**config.mk**
```make
export PLATFORM = sky130hd
export DESIGN_NAME = event_stretcher
export DESIGN_NICKNAME = d
export VERILOG_FILES = /design/src/rtl/snake_pkg.sv /design/src/rtl/stretch_chan.sv /design/src/rtl/event_stretcher.sv
export SDC_FILE = /design/constraint.sdc
export NUM_CORES = 1
export LEC_CHECK = 0
export ABC_AREA = 1
export CORE_UTILIZATION = 50
export CTS_CLUSTER_SIZE = 20
export DETAILED_ROUTE_END_ITERATION = 16
export HOLD_SLACK_MARGIN = 0.1
export PLACE_DENSITY = 0.72
export SYNTH_ARGS = -nofsm -noshare
export SYNTH_HDL_FRONTEND = slang
export SYNTH_SLANG_ARGS = --single-unit
```
**constraint.sdc**
```tcl
create_clock -name clk -period 1.64 [get_ports clk]
set_input_delay 0.246 -clock clk [delete_from_list [all_inputs] [get_ports clk]]
set_output_delay 0.246 -clock clk [all_outputs]
set_load 0.005 [all_outputs]
```
**src/rtl/snake_pkg.sv**
```systemverilog
// Shared definitions for the snake game event path.
// Provides the direction index constants, the 4-bit direction vector type
// and a helper that resolves simultaneous direction requests to a single
// winning bit.
package snake_pkg;

  localparam int unsigned DIR_UP    = 3;
  localparam int unsigned DIR_DOWN  = 2;
  localparam int unsigned DIR_LEFT  = 1;
  localparam int unsigned DIR_RIGHT = 0;

  typedef logic [3:0] dir_vec_t;

  // Highest index wins: up > down > left > right. Result is one-hot or zero.
  function automatic dir_vec_t dir_pick(input dir_vec_t req);
    dir_vec_t win;
    win = '0;
    if (req[DIR_UP]) begin
      win[DIR_UP] = 1'b1;
    end else if (req[DIR_DOWN]) begin
      win[DIR_DOWN] = 1'b1;
    end else if (req[DIR_LEFT]) begin
      win[DIR_LEFT] = 1'b1;
    end else if (req[DIR_RIGHT]) begin
      win[DIR_RIGHT] = 1'b1;
    end
    return win;
  endfunction

endpackage

```
**src/rtl/stretch_chan.sv**
```systemverilog
// One pulse-stretching channel.
// Ports:
//   clk  - system clock
//   nRst - asynchronous active-low reset
//   clr  - synchronous clear (highest priority)
//   ev   - single-cycle event request
//   kill - forces the channel idle (below clr, above ev)
//   lvl  - stretched level, high while the hold counter is non-zero
module stretch_chan #(
  parameter int unsigned HOLD_CYCLES = 8,
  parameter bit          RETRIGGER   = 1'b1
) (
  input  logic clk,
  input  logic nRst,
  input  logic clr,
  input  logic ev,
  input  logic kill,
  output logic lvl
);

  localparam int unsigned    CW       = $clog2(HOLD_CYCLES + 1);
  localparam logic [CW-1:0]  HOLD_VAL = CW'(HOLD_CYCLES);

  logic [CW-1:0] cnt_q;
  logic [CW-1:0] cnt_d;
  logic          accept;

  always_comb begin
    accept = ev && ((cnt_q == '0) || RETRIGGER);
    cnt_d  = cnt_q;
    if (clr) begin
      cnt_d = '0;
    end else if (kill) begin
      cnt_d = '0;
    end else if (accept) begin
      cnt_d = HOLD_VAL;
    end else if (cnt_q != '0) begin
      cnt_d = cnt_q - CW'(1);
    end
  end

  always_ff @(posedge clk or negedge nRst) begin
    if (!nRst) begin
      cnt_q <= '0;
    end else begin
      cnt_q <= cnt_d;
    end
  end

  assign lvl = (cnt_q != '0);

endmodule

```
**src/rtl/event_stretcher.sv**
```systemverilog
// Turns single-cycle game event pulses into levels held for HOLD_CYCLES.
// Ports:
//   clk, nRst             - clock, asynchronous active-low reset
//   clr                   - synchronous clear of all channels
//   goodColl_p, badColl_p - collision event pulses
//   button_p              - button event pulse
//   direction_p[3:0]      - direction pulses ([3]=up [2]=down [1]=left [0]=right)
//   *_lvl                 - stretched levels; direction_lvl is at most one-hot
//   busy                  - OR of all level outputs
module event_stretcher
  import snake_pkg::*;
#(
  parameter int unsigned HOLD_CYCLES = 8,
  parameter bit          RETRIGGER   = 1'b1
) (
  input  logic       clk,
  input  logic       nRst,
  input  logic       clr,
  input  logic       goodColl_p,
  input  logic       badColl_p,
  input  logic       button_p,
  input  logic [3:0] direction_p,
  output logic       goodColl_lvl,
  output logic       badColl_lvl,
  output logic       button_lvl,
  output logic [3:0] direction_lvl,
  output logic       busy
);

  dir_vec_t dir_win;
  dir_vec_t dir_kill;
  dir_vec_t dir_lvl;
  logic     dir_accept;

  // Only the winning direction is offered to its channel. The others are
  // killed only when that channel actually takes the event, so a rejected
  // retrigger leaves the group untouched.
  always_comb begin
    dir_win    = dir_pick(direction_p);
    dir_accept = |(dir_win & (~dir_lvl | {4{RETRIGGER}}));
    dir_kill   = dir_accept ? ~dir_win : '0;
  end

  for (genvar i = 0; i < 4; i++) begin : g_dir
    stretch_chan #(
      .HOLD_CYCLES (HOLD_CYCLES),
      .RETRIGGER   (RETRIGGER)
    ) u_chan (
      .clk  (clk),
      .nRst (nRst),
      .clr  (clr),
      .ev   (dir_win[i]),
      .kill (dir_kill[i]),
      .lvl  (dir_lvl[i])
    );
  end

  stretch_chan #(
    .HOLD_CYCLES (HOLD_CYCLES),
    .RETRIGGER   (RETRIGGER)
  ) u_good (
    .clk  (clk),
    .nRst (nRst),
    .clr  (clr),
    .ev   (goodColl_p),
    .kill (1'b0),
    .lvl  (goodColl_lvl)
  );

  stretch_chan #(
    .HOLD_CYCLES (HOLD_CYCLES),
    .RETRIGGER   (RETRIGGER)
  ) u_bad (
    .clk  (clk),
    .nRst (nRst),
    .clr  (clr),
    .ev   (badColl_p),
    .kill (1'b0),
    .lvl  (badColl_lvl)
  );

  stretch_chan #(
    .HOLD_CYCLES (HOLD_CYCLES),
    .RETRIGGER   (RETRIGGER)
  ) u_button (
    .clk  (clk),
    .nRst (nRst),
    .clr  (clr),
    .ev   (button_p),
    .kill (1'b0),
    .lvl  (button_lvl)
  );

  assign direction_lvl = dir_lvl;
  assign busy          = goodColl_lvl | badColl_lvl | button_lvl | (|dir_lvl);

endmodule
```
Word-level counts from Yosys, hierarchy flattened
Cells that the tools add are included.
{ "word_totals": {"reg_bits": 28, "inputBits": 10, "wordCells": 67} }
{ "op_classes": {"add_sub_neg": 7, "n_mux": 33, "n_bitwise": 4, "n_reduce_logical": 16} }
{ "op_table": {"columns": ["cell", "count"], "rows": [
  ["$mux W4", 26],
  ["$reduce_bool A4 Y1", 11],
  ["$sub A4 B1 Y4 const B", 7],
  ["$reduce_bool A3 Y1", 3],
  ["$reduce_or A4 Y1", 2],
  ["$mux W1", 5],
  ["$not A4 Y4", 1],
  ["$mux W3", 1],
  ["$or A1 B1 Y1", 3],
  ["$mux W2", 1]
]} }

Depth between registers and ports, before layout
{ "depth": {"depth_word": 8, "ltp_mapped": 9} }

Cells and area by module
Synthesis repeated with hierarchy kept, for this count alone.
{ "hier_totals": {"hier_cells": 264, "area_unflattened_um2": 1828.0} }
{ "by_module_without_submodules": {"columns": ["mod", "instances", "cells_each", "area_per_inst_um2"], "rows": [
  ["stretch_chan", 7, 34, 246.5],
  ["event_stretcher", 1, 26, 102.6]
]} }

Worst setup path before layout
OpenSTA, ideal clock, no wires.
{ "synth_timing": {"path_type": "flip-flop to output port", "start": "register u_good.cnt_q[0]", "end": "output busy", "arrival_ns": 1.076, "path_slack_ns": 0.318, "stages_incl_launch_ff": 6, "cell_sequence": "dfrtp_1 -> inv_1 -> ha_1 -> nand3_1 -> nor3_1 -> nand3_1"} }
{ "synth_between": {"elab_chain_len": 4} }
{ "synth_lines": {"columns": ["item", "line_no", "rtl"], "rows": [
  ["start: declaration", "stretch_chan.sv:24", "logic [CW-1:0] cnt_q;"],
  ["start signal: assignment", "stretch_chan.sv:46", "cnt_q <= cnt_d;"],
  ["$reduce_bool A4 Y1", "stretch_chan.sv:50", "assign lvl = (cnt_q != '0);"],
  ["via goodColl_lvl", "event_stretcher.sv:23", "output logic goodColl_lvl,"],
  ["$or A1 B1 Y1 (3 in a row)", "event_stretcher.sv:95", "assign busy = goodColl_lvl | badColl_lvl | button_lvl | (|dir_lvl);"],
  ["end: declaration", "event_stretcher.sv:27", "output logic busy"]
]} }
The timed path passes the listed nets, and every way through them passes these cells.

Final worst setup path
{ "layout_timing": {"start": "register g_dir[3].u_chan.cnt_q[0]", "end": "output busy"} }
{ "layout_between": {"elab_chain_len": 3} }
{ "layout_lines": {"columns": ["item", "line_no"], "rows": [
  ["start: declaration", "stretch_chan.sv:24"],
  ["start signal: assignment", "stretch_chan.sv:46"],
  ["$reduce_bool A4 Y1", "stretch_chan.sv:50"],
  ["$reduce_or A4 Y1", "event_stretcher.sv:95"],
  ["$or A1 B1 Y1", "event_stretcher.sv:95"]
]} }
No other way between the ends.

==> flow_metrics.env <==
export IMPL_ratio_of_total_power_to_cell_area_nw_per_um2=739
export IMPL_rsz0062_at_grt="yes"
export IMPL_core_area_um2=3150
export IMPL_final_layout_size_suffix_gt1_share_pct=43.7
export IMPL_synth_ff_type="dfrtp_1"
export IMPL_cts_tree="yes"
export IMPL_timing_max_transition_violations_final=0
export IMPL_synth_area_um2=1720
export IMPL_postPlaceCellArea_um2=2140
export IMPL_synth_seq_cells=28
export IMPL_drc_errors=0
export IMPL_synth_edf_count=0
export IMPL_route_detailed_wl_per_inst_um=13.0
export IMPL_yosys_warning_count=0
export IMPL_fin_skew_ns=0.00492
export IMPL_synth_nets=232
export IMPL_hold_viol_final=0
export IMPL_pin_count=18
export IMPL_route_final_wire_length_um=4390
export IMPL_clk_slew_on_worst_s_h_paths_ns=0.15
export IMPL_crit_path_max_fo=2
export IMPL_vdd_ir_drop_worst_mv=0.787
export IMPL_most_frequent_cells_in_the_layout="buf_4, nand2_1, dfrtp_1, inv_1, nor2_1"
export IMPL_grt_total_usage_pct=24.8
export IMPL_max_cap_violations=0
export IMPL_fp_dieW_um=60.6
export IMPL_post_cts_hold_buffer_count=0
export IMPL_seq_area_frac_synth_pct=40.8
export IMPL_worstHoldPathType="in2async"
export IMPL_antenna_diode_count=0
export IMPL_area_growth_syn_to_layout_pct=48.6
export IMPL_routabilityCongestion=0.826
export IMPL_post_synth_cell_area_avg_um2=7.98
export IMPL_number_of_buffers_created_by_cts=3
export IMPL_nNetsFinal=311
export IMPL_grt_first_pass_wirelength_um=6670
export IMPL_timing_final_ws_setup_ns=-0.118
export IMPL_grt_start_max_net_pins=29
export IMPL_syn_instance_count=215
export IMPL_synth_largest_area_cell="dfrtp_1"
export IMPL_synth_top_cells_by_area="dfrtp_1, inv_1, nand2_1"
export IMPL_worst_setup_path_startpoint="g_dir[3].u_chan.cnt_q[0]"
export IMPL_clk_insertion_delay_late_ns=0.33
export IMPL_dieArea_um2=3670
export IMPL_clock_tree_htree_level_count=1
export IMPL_vias=1656
export IMPL_antenna_found_initial=0
export IMPL_worst_slew_pin_slew_ns=0.364
export IMPL_timing_worst_setup_path_type="reg2out"
export IMPL_n_fill_cell=204
export IMPL_antenna_violating_nets_post_route=0
export IMPL_postLayoutCoreUtil_pct=80.8
export IMPL_worst_endpoint_required_ns=1.39
export IMPL_postLayoutCellArea_um2=2550
export IMPL_finalSetupViolCount=1
export IMPL_post_synth_top_area_fraction_pct=40.8
export IMPL_number_of_buffers_on_the_longest_clock_path=2
export IMPL_std_cell_rows=20
export IMPL_avgViaCountPerCell=4.91
export IMPL_port_buffer_count=17
export IMPL_final_common_cell="buf_4"
export IMPL_number_of_global_route_vias_before_repair=1614
export IMPL_violations="setup timing"
export IMPL_synth_lib_cells_used_distinct=28
export IMPL_die_h_um=60.6
export IMPL_achievable_frequency_ghz=0.569
export IMPL_slew_limit_headroom_pct=75.8
export IMPL_dp_final_hpwl_um=2640
export IMPL_sinks_on_the_clock_net=28
export IMPL_grt_overflow=0
export IMPL_arrival_time_of_data_at_the_critical_path_endpoint_ns=1.51
export IMPL_asyncSetResetFlopFracSynth_pct=100
export IMPL_reg2reg_from="g_dir[1].u_chan.cnt_q[0]"
export IMPL_clock_root_buffer="clkbuf_4"
export IMPL_drt_first_pass_iters=4
export IMPL_worstSetupStartpointType="flip-flop"
export IMPL_total_leakage_power_nw=1.28
export IMPL_drt_iter0_drc=64
export IMPL_effective_utilization_at_floorplan_pct=54.4
export IMPL_final_period_minus_worst_setup_slack_ns=1.76
export IMPL_outcome="finished, violations left"
export IMPL_timing_critical_path_to_type="primary output"
export IMPL_part_of_the_cycle_the_worst_path_needs_pct=107
registers in the layout, indices dropped and copies added, names as in the netlist:
register	flops
u_bad.cnt_q	4
u_button.cnt_q	4
g_dir.u_chan.cnt_q	16
u_good.cnt_q	4
cells in the mapped netlist, drive strengths merged, types with 2 or more instances:
cell,count
nor3,2
o22ai,3
xnor2,5
nor2,33
dfrtp,28
a21oi,4
ha,7
o21ai,9
inv,41
nand3,22
nand4,7
nand2,41
nor4,2
buf,5
worst max-delay path: stages, from the launching register on:
cell     delay [ns]
dfrtp_1        0.42
inv_2          0.08
ha_4           0.13
nand2_1        0.08
buf_4          0.15
nor2_2         0.08
nand3_1        0.10
buf_2          0.14
what timing repair did:
action                                  4_1_cts  5_1_grt
endpoints found under the setup margin        8        9
resized for setup                            58       18
buffers inserted                             23        9
pin swaps                                    14        8
metal layers:
metal  vias to the layer above  track usage (%)  wire [µm]
li1                        833                -          -
met2                        42             48.7       2320
met1                       779             28.2       1860
met3                         2             4.26        181
met4                         0             3.90         20
met5                         -                0          0
layout make-up:
type	count	area, µm²	share of cell area (%)
tap	44	55.1	2.16
multi-input combinational	141	988	38.8
clock buffer	4	36.3	1.42
inverter	41	154	6.04
sequential	28	701	27.5
timing repair buffer	79	614	24.1
logic make-up after synthesis:
family / count (synthesis) / synth area share [%]
xor gates and xnor gates: 6 / 3.06
DFF: 28 / 40.8
adders and majority gates: 7 / 5.11
and+or+nand+nor: 110 / 33.2
AOI/OAI and AO/OA: 18 / 6.42
buffers and inverters: 46 / 11.4
per-stage QoR:
step / setup slack [ns] / power [mW] / hold WS [ns] / setup TNS, ns / instances
finish: -0.118 / 1.88 / 0.269 / -0.118 / 337
global route: -0.182 / 1.98 / 0.314 / -0.182 / 337
CTS: -0.0810 / 1.79 / 0.283 / -0.145 / 329
detailed placement: -0.0711 / 1.35 / 0.502 / -0.0711 / 303
global placement: -0.0740 / 1.34 / 0.500 / -0.0740 / 303
floorplan: 0.318 / 1.06 / -0.0496 / 0 / 215
path summary, 6_finish.rpt:
path,end,depth (start not counted),slack (ns)
min in group clk,u_button.cnt_q[2],2,0.56
setup reg to reg,g_dir[1].u_chan.cnt_q[3],11,0.07
hold reg to reg,g_dir[0].u_chan.cnt_q[0],2,0.57
max in group asynchronous,u_bad.cnt_q[1],2,1.10
hold / removal,g_dir[0].u_chan.cnt_q[3],2,0.27
setup / recovery,busy,7,-0.12
where the power goes:
part	total (mW)	leakage [nW]	internal (mW)	switching, mW
Clock	0.342	0.0210	0.136	0.206
Sequential	0.765	0.380	0.737	0.0277
Combinational	0.777	0.882	0.410	0.367
Total	1.88	1.28	1.28	0.600
No activity file was read; power rests on OpenSTA's default activity.
